==> src/rtl/sprite_pkg.sv <==
// Shared types and constants for the sprite pipeline.
//   sprite_attr_t : one 32-bit attribute table word
//   sched_state_t : states of the per-line scheduler
//   SPRITE_H/W    : sprite dimensions in pixels
package sprite_pkg;

    localparam int COORD_W  = 10;
    localparam int FRAME_W  = 8;
    localparam int ROW_W    = 4;
    localparam int ATTR_W   = 32;
    localparam int SPRITE_H = 16;
    localparam int SPRITE_W = 16;

    // Bit layout: [31] en, [30] flip, [29:20] x, [19:10] y, [9:8] rsvd, [7:0] frame_id
    typedef struct packed {
        logic               en;
        logic               flip;
        logic [COORD_W-1:0] x;
        logic [COORD_W-1:0] y;
        logic [1:0]         rsvd;
        logic [FRAME_W-1:0] frame_id;
    } sprite_attr_t;

    typedef enum logic [2:0] {
        ST_IDLE,
        ST_FETCH,
        ST_EVAL,
        ST_START,
        ST_WAIT,
        ST_FIN
    } sched_state_t;

endpackage

==> src/rtl/sprite_hit_check.sv <==
// Combinational vertical hit test of one sprite against one scanline.
//   attr    : attribute word of the sprite
//   line_y  : scanline being tested
//   hit     : sprite enabled and covers line_y
//   row_off : row inside the sprite that line_y falls on
module sprite_hit_check
    import sprite_pkg::*;
#(
    parameter int HEIGHT = SPRITE_H
) (
    input  sprite_attr_t       attr,
    input  logic [COORD_W-1:0] line_y,
    output logic               hit,
    output logic [ROW_W-1:0]   row_off
);

    localparam int RW = $clog2(HEIGHT);

    logic [COORD_W-1:0] diff;

    // The explicit line_y >= y term stops a sprite near the bottom of the
    // coordinate space from wrapping round to hit lines near the top.
    assign diff    = line_y - attr.y;
    assign hit     = attr.en && (line_y >= attr.y) && (diff[COORD_W-1:RW] == '0);
    assign row_off = diff[ROW_W-1:0];

    // Horizontal and frame fields are not part of the vertical test.
    logic unused_fields;
    assign unused_fields = ^{attr.flip, attr.x, attr.rsvd, attr.frame_id};

endmodule

==> src/rtl/sprite_line_scheduler.sv <==
// Per-scanline sprite scheduler: walks the attribute table in index order and
// launches sprite_drawer once for every sprite covering the requested line.
//   clk, reset        : clock, asynchronous active-high reset
//   line_start/line_y : start scheduling line line_y (aborts a line in progress)
//   attr_addr/attr_q  : attribute RAM read port, one cycle latency
//   drw_*             : sprite_drawer command and start/done handshake
//   busy              : line in progress (includes the line_done cycle)
//   line_done         : one-cycle pulse at the end of a line's scan
//   overflow          : last line had more than MAX_PER_LINE hits
module sprite_line_scheduler #(
    parameter int NUM_SPRITES  = 32,
    parameter int MAX_PER_LINE = 8,
    parameter int SPRITE_H     = 16
) (
    input  logic                           clk,
    input  logic                           reset,
    input  logic                           line_start,
    input  logic [9:0]                     line_y,
    output logic [$clog2(NUM_SPRITES)-1:0] attr_addr,
    input  logic [31:0]                    attr_q,
    output logic                           drw_start,
    output logic [9:0]                     drw_col_base,
    output logic                           drw_flip,
    output logic [7:0]                     drw_frame_id,
    output logic [3:0]                     drw_row_off,
    input  logic                           drw_done,
    output logic                           busy,
    output logic                           line_done,
    output logic                           overflow
);

    import sprite_pkg::*;

    localparam int IDX_W = $clog2(NUM_SPRITES);
    localparam int CNT_W = $clog2(MAX_PER_LINE + 1);
    localparam logic [IDX_W-1:0] LAST_IDX = IDX_W'(NUM_SPRITES - 1);
    localparam logic [CNT_W-1:0] CNT_MAX  = CNT_W'(MAX_PER_LINE);

    sched_state_t       state_reg;
    sched_state_t       state_next;
    logic [IDX_W-1:0]   idx_reg;
    logic [CNT_W-1:0]   count_reg;
    logic [COORD_W-1:0] line_y_reg;
    logic               overflow_reg;
    logic [COORD_W-1:0] col_base_reg;
    logic               flip_reg;
    logic [FRAME_W-1:0] frame_id_reg;
    logic [ROW_W-1:0]   row_off_reg;

    sprite_attr_t       attr;
    logic               hit;
    logic [ROW_W-1:0]   hit_row_off;
    logic               last_idx;
    logic               at_limit;

    assign attr     = attr_q;
    assign last_idx = (idx_reg == LAST_IDX);
    assign at_limit = (count_reg == CNT_MAX);

    sprite_hit_check #(
        .HEIGHT (SPRITE_H)
    ) u_hit_check (
        .attr    (attr),
        .line_y  (line_y_reg),
        .hit     (hit),
        .row_off (hit_row_off)
    );

    // State register
    always_ff @(posedge clk or posedge reset) begin
        if (reset) begin
            state_reg <= ST_IDLE;
        end else begin
            state_reg <= state_next;
        end
    end

    // Next-state logic. line_start wins in every state, which gives both the
    // abort-and-restart behaviour and the FIN-to-new-line hand-off.
    always_comb begin
        state_next = state_reg;
        if (line_start) begin
            state_next = ST_FETCH;
        end else begin
            case (state_reg)
                ST_IDLE:  state_next = ST_IDLE;
                ST_FETCH: state_next = ST_EVAL;
                ST_EVAL: begin
                    if (hit) begin
                        state_next = at_limit ? ST_FIN : ST_START;
                    end else begin
                        state_next = last_idx ? ST_FIN : ST_FETCH;
                    end
                end
                ST_START: state_next = ST_WAIT;
                ST_WAIT: begin
                    // The drawer lowers done on the edge that samples start,
                    // so the first WAIT cycle cannot see a stale done.
                    if (drw_done) begin
                        state_next = last_idx ? ST_FIN : ST_FETCH;
                    end
                end
                ST_FIN:   state_next = ST_IDLE;
                default:  state_next = ST_IDLE;
            endcase
        end
    end

    // Scan position, hit count, overflow and the command latched for the drawer.
    // The command registers only change in EVAL on a hit, so they stay put for
    // the whole START/WAIT span while the drawer is reading them.
    always_ff @(posedge clk or posedge reset) begin
        if (reset) begin
            idx_reg      <= '0;
            count_reg    <= '0;
            line_y_reg   <= '0;
            overflow_reg <= 1'b0;
            col_base_reg <= '0;
            flip_reg     <= 1'b0;
            frame_id_reg <= '0;
            row_off_reg  <= '0;
        end else if (line_start) begin
            line_y_reg   <= line_y;
            idx_reg      <= '0;
            count_reg    <= '0;
            overflow_reg <= 1'b0;
        end else begin
            case (state_reg)
                ST_EVAL: begin
                    if (hit) begin
                        if (at_limit) begin
                            overflow_reg <= 1'b1;
                        end else begin
                            col_base_reg <= attr.x;
                            flip_reg     <= attr.flip;
                            frame_id_reg <= attr.frame_id;
                            row_off_reg  <= hit_row_off;
                        end
                    end else if (!last_idx) begin
                        idx_reg <= idx_reg + IDX_W'(1);
                    end
                end
                ST_START: begin
                    count_reg <= count_reg + CNT_W'(1);
                end
                ST_WAIT: begin
                    if (drw_done && !last_idx) begin
                        idx_reg <= idx_reg + IDX_W'(1);
                    end
                end
                default: ;
            endcase
        end
    end

    // Output logic
    always_comb begin
        drw_start = (state_reg == ST_START);
        line_done = (state_reg == ST_FIN);
        busy      = (state_reg != ST_IDLE);
    end

    assign attr_addr    = idx_reg;
    assign overflow     = overflow_reg;
    assign drw_col_base = col_base_reg;
    assign drw_flip     = flip_reg;
    assign drw_frame_id = frame_id_reg;
    assign drw_row_off  = row_off_reg;

endmodule
==> config.mk <==
export PLATFORM = sky130hd
export DESIGN_NAME = sprite_line_scheduler
export DESIGN_NICKNAME = d
export VERILOG_FILES = /design/src/rtl/sprite_pkg.sv /design/src/rtl/sprite_hit_check.sv /design/src/rtl/sprite_line_scheduler.sv
export SDC_FILE = /design/constraint.sdc
export NUM_CORES = 1
export LEC_CHECK = 0
export CAP_MARGIN = 10
export CORE_MARGIN = 5
export CORE_UTILIZATION = 60
export DETAILED_ROUTE_END_ITERATION = 10
export DONT_BUFFER_PORTS = 1
export PLACE_DENSITY = 0.76
export SLEW_MARGIN = 15
export SYNTH_ARGS = -nofsm -noshare
export SYNTH_HDL_FRONTEND = slang
export SYNTH_SLANG_ARGS = --single-unit
==> constraint.sdc <==
create_clock -name clk -period 3.6 [get_ports clk]
set_clock_uncertainty 0.15 [all_clocks]
set_input_delay 0.72 -clock clk [delete_from_list [all_inputs] [get_ports clk]]
set_output_delay 0.72 -clock clk [all_outputs]
set_load 0.05 [all_outputs]
# [After elaboration in Yosys (flattened, before gate mapping)]
# Index checks and enable logic that the tools add are counted.
[op_classes] add_sub_neg=3 magnitude_cmp=1 eq_ne=11 n_mux=17 bitwise_logic=2 reduce_logical=14
[ops] operator="$mux 5" n=4
[ops] operator="$mux 3" n=5
[ops] operator="$ne 3x3->1 const B" n=4
[ops] operator="$pmux 3 s4" n=1
[ops] operator="$ge 10x10->1" n=1
[ops] operator="$pmux 5 s2" n=1
[ops] operator="$sub 10x10->10" n=1
[ops] operator="$mux 4" n=2
[ops] operator="$reduce_and 4->1" n=2
[ops] operator="$reduce_bool 2->1" n=4
[ops] operator="$eq 3x2->1 const B" n=2
[ops] operator="$eq 3x3->1 const B" n=2
[ops] operator="$logic_not 6->1" n=1
[ops] operator="$reduce_bool 3->1" n=2
[ops] operator="$add 5x1->5 const B" n=1
[ops] operator="$eq 5x5->1 const B" n=1
[ops] operator="$add 4x1->4 const B" n=1
[ops] operator="$eq 4x4->1 const B" n=1
[ops] operator="$mux 1" n=4
[ops] operator="$eq 3x1->1 const B" n=1
[ops] operator="$logic_and 1x1->1" n=3
[ops] operator="$reduce_and 3->1" n=1
[ops] operator="$not 1->1" n=2
[ops] operator="$logic_not 1->1" n=1
[totals] regBits=46 output_inout_bits=32 wordCells=57

# [Depth between registers and ports, before layout]
[depth] ltp_word=6 depth_mapped=13 ltp_nobuf=11

# [Cells and area by module]
# A second synthesis with hierarchy kept.
[hier_totals] cells_unflattened=227 area_unflattened_um2=2598.7
[modules_own_cells] module="sprite_line_scheduler" instances=1 cells_per_inst=152 area_per_inst_um2=2064.5 seq_area_each_um2=1151.1
[modules_own_cells] module="sprite_hit_check" instances=1 cells_per_inst=75 area_per_inst_um2=534.3 seq_area_each_um2=0.0

# [Worst setup path after synthesis]
# OpenSTA, ideal clock, no wires.
[synth_timing] path_kind="input port to flip-flop" from="input attr_q[10]" to="register col_base_reg[0] (netlist: drw_col_base[0])" setup_ns=0.125 arrival_time_ns=3.232 required_ns=3.325 path_slack_ns=0.093 path_stages=12 path_buffers=2 cell_sequence="ha_1 > fa_1 > nand2b_1 > a211oi_1 > o21ai_0 > a2111oi_2 > nand4_1 > nor2_2 > and4b_1 > buf_6 > buf_12 > mux2_4"
[synth_via] elab_chain_cells=4 elab_cells_between_ends=6 cone_classes="add/sub (1); order compare (1); reduce/logical (4)"
[synth_rtl] element="start: declaration" line="sprite_line_scheduler.sv:20" text="input logic [31:0] attr_q,"
[synth_rtl] element="$sub 10x10->10 / $ge 10x10->1 (equally long branches)" line="sprite_hit_check.sv:23, sprite_hit_check.sv:24"
[synth_rtl] element="$logic_not 6->1 / $logic_and 1x1->1 (equally long branches)" line="sprite_hit_check.sv:24" text="assign hit = attr.en && (line_y >= attr.y) && (diff[COORD_W-1:RW] == '0);"
[synth_rtl] element="$logic_and 1x1->1 *" line="sprite_hit_check.sv:24"
[synth_rtl] element="$reduce_and 4->1 (no source line) *"
[synth_rtl] element="end signal: assignment" line="sprite_line_scheduler.sv:134" text="col_base_reg <= attr.x;"
[synth_rtl] element="end: declaration" line="sprite_line_scheduler.sv:45" text="logic [COORD_W-1:0] col_base_reg;"
# Every way passes the cells marked *; elsewhere a longest branch is shown, timed or not.
# A chain may end at the register's enable or synchronous reset.

# [Final worst setup path]
[layout_timing] from="input attr_q[10]" to="register col_base_reg[7] (netlist: drw_col_base[7])"
# Same word-level chain as after synthesis.

==> run summary <==
Async set or reset register ratio after synthesis: 1.00
DRT iter0 DRCs: 57
Worst-margin pin slew: 0.904 ns
CTS tree: yes
Pleak: 1.35 nW
Largest net degree at the start of global routing: 47
Drt total wl: 4630 um
Initial Util: 0.632
Library cells used by synthesis: 48
Number of synthesized register bits: 46
Clk slew on worst S/H paths: 0.09 ns
Placed Area: 0.00268 mm^2
Final Max Tran Viols: 0
Minimum clock period: 3.37 ns
Crit path max fanout: 22
Critical Path Sink Type: register
Hold Buf Count CTS: 0
ANT cells: 0
DP Wirelength: 3500 um
Number of synthesized flops with an enable pin: 0
Ys Warns: 0
Row Count: 23
Min setup slack post-route: 0.233 ns
Most frequent cells in the layout: 46 x dfrtp_1, 20 x inv_1, 18 x mux2_4
FMAX: 297 MHz
Root buf cell: clkbuf_8
Type of the worst min-delay path: register to register
Max cap viols: 0
Reg2Reg Setup Slack: 0.29 ns
Critical-path top delay cell: a221oi_1
Slowest stage delay, CP: 0.40 ns
TritonCTS Sinks: 46
Cell area after synthesis: 0.00258 mm^2
Hold slack: 0.312 ns
Most common cell after layout, fill and taps aside: dfrtp_1
Drt pass-1 iters: 4
Max clock buf depth: 2
Htree depth: 2
Mapped Cells: 228
Vias per std cell: 5.81
Die area: 0.00572 mm^2
Final hold violation count: 0
Residual DRC count: 0
Sequential fraction of the synthesis area: 0.446
Worst vdd ir: 0.000284 V
Routability Congestion: 0.830
Synth-to-layout area growth: 8.09%
CP arrival: 3.41 ns
Clock buffer count from CTS: 5
Gr ovfl total: 0
Mapped Nets: 289
Setup violators final: 0
RSZ-0062 raised after global routing: false
Outcome: finished clean
Fill cells: 324
Core Region: 0.00409 mm^2
Yosys top cell by area: dfrtp_1
Critical Path RT: 3.64 ns
Pwr/cell area: 416 mW/mm^2
Layout Nets: 301
Top-area cell type share of the netlist area: 0.446
Slew Limit Headroom: 0.396
Share of cells above drive strength 1: 0.237
Final Cycle Share: 0.935
PortBufs: 0
Vias after detailed routing: 1690
Wirelength per Cell: 15.9 um
Mean Syn Cell Area: 11.3 um^2
Die X: 75.6 um
CP Cell Sequence: ha_1, fa_1, nand2b_1, a21oi_1, o311ai_0, a221oi_1, nand4_1, nor2_2, and4b_1, buf_12, mux2_2
Most used DFF post-synth: dfrtp_1
Chip height: 75.6 um
Antenna violations before repair: 0
Total GRT Usage: 0.172
Clk Latency, worst-skew pair: 0.30 ns
Number of global-route vias before repair: 1683
Synth top area cells: dfrtp_1 45%, mux2_4 10%, ha_1 6.8%, mux2_2 5.2%, inv_1 3.1%
First-pass GRT wire length: 7480 um
CP Launch Type: primary input
WS Path Type: primary input to register
Io pins: 78
Setup slack at placement: -0.123 ns
Final ANT Viol Nets: 0
Design Area, Final: 0.00279 mm^2
[critical path, delay by kind of cell]
| family | cells | cell delay, ns |
|---|---|---|
| AO/OA/AOI/OAI | 3 | 0.72 |
| adder cells (fa/ha/maj) | 2 | 0.59 |
| buffers and inverters | 1 | 0.21 |
| multiplexers | 1 | 0.35 |
| AND/OR/NAND/NOR | 4 | 0.81 |
[per-stage QoR]
step	cells	total power, mW	TNS [ns]	utilization
final	291	1.16	0	0.683
after global routing	291	1.22	0	0.683
after CTS	291	1.17	0	0.682
after detailed placement	283	0.788	-1.81	0.655
after global placement	283	0.784	-1.71	0.655
after floorplan	228	0.743	0	-
[power breakdown]
part	leakage (nW)	internal [mW]	switching, mW
combinational	0.685	0.0974	0.118
sequential	0.606	0.534	0.0287
clock	0.0585	0.208	0.176
total	1.35	0.840	0.322
[cells in the mapped netlist, types with 2 or more instances]
cell and number:
inv_1 21, a21oi_1 11, a211oi_1 2, ha_1 14, buf_12 2, nor2b_1 3
clkbuf_1 3, xor2_1 4, mux2_2 12, xnor2_1 4, o21ai_0 8, nand4_1 3
nand2_1 9, or3_1 3, and3_1 2, o211ai_1 2, o21ai_1 2, a31oi_1 4
mux2i_1 5, nor2_1 17, mux2_4 18, dfrtp_1 46, nand3_1 3, and2_1 2
nor3_1 4, buf_6 2
[cell families after synthesis]
family                   count (synthesis)  synth area share
AND/OR/NAND/NOR                         52             0.101
flip-flops                              46             0.446
AO/OA/AOI/OAI                           44             0.115
multiplexers                            35             0.176
buffers and inverters                   28            0.0591
adder cells (fa/ha/maj)                 15            0.0755
XOR/XNOR                                 8            0.0271
[per-layer routing]
| layer | track usage | wire (um) | up-vias |
|---|---|---|---|
| li1 | - | - | 829 |
| met1 | 0.212 | 2000 | 792 |
| met2 | 0.283 | 2110 | 63 |
| met3 | 0.0594 | 469 | 6 |
| met4 | 0.0544 | 53 | 0 |
| met5 | 0 | 0 | - |
[final timing paths]
kind / start / end / cells after the start
max: attr_q[10] / drw_col_base[7] / 11
min: state_reg[2] / state_reg[1] / 1
min reg2reg: state_reg[2] / state_reg[1] / 1
min in group asynchronous: reset / count_reg[3] / 1
max reg2reg: line_y_reg[0] / drw_col_base[7] / 12
max in group asynchronous: reset / line_y_reg[4] / 1
[what timing repair did]
| action | 4_1_cts | 5_1_grt |
|---|---|---|
| resized for setup | 0 | 1 |
| buffers inserted | 0 | 0 |
| setup endpoints to repair | 0 | 13 |
[area by class of cell]
class,count,area [um^2],share of cell area
clock buffer,5,68.8,0.0246
clock inverter,3,43.8,0.0157
inverter,21,78.8,0.0282
tap,50,62.6,0.0224
sequential,46,1150,0.412
timing repair buffer,12,103,0.0367
multi-input combinational,154,1280,0.460
Power figures use the tool's default switching activity.
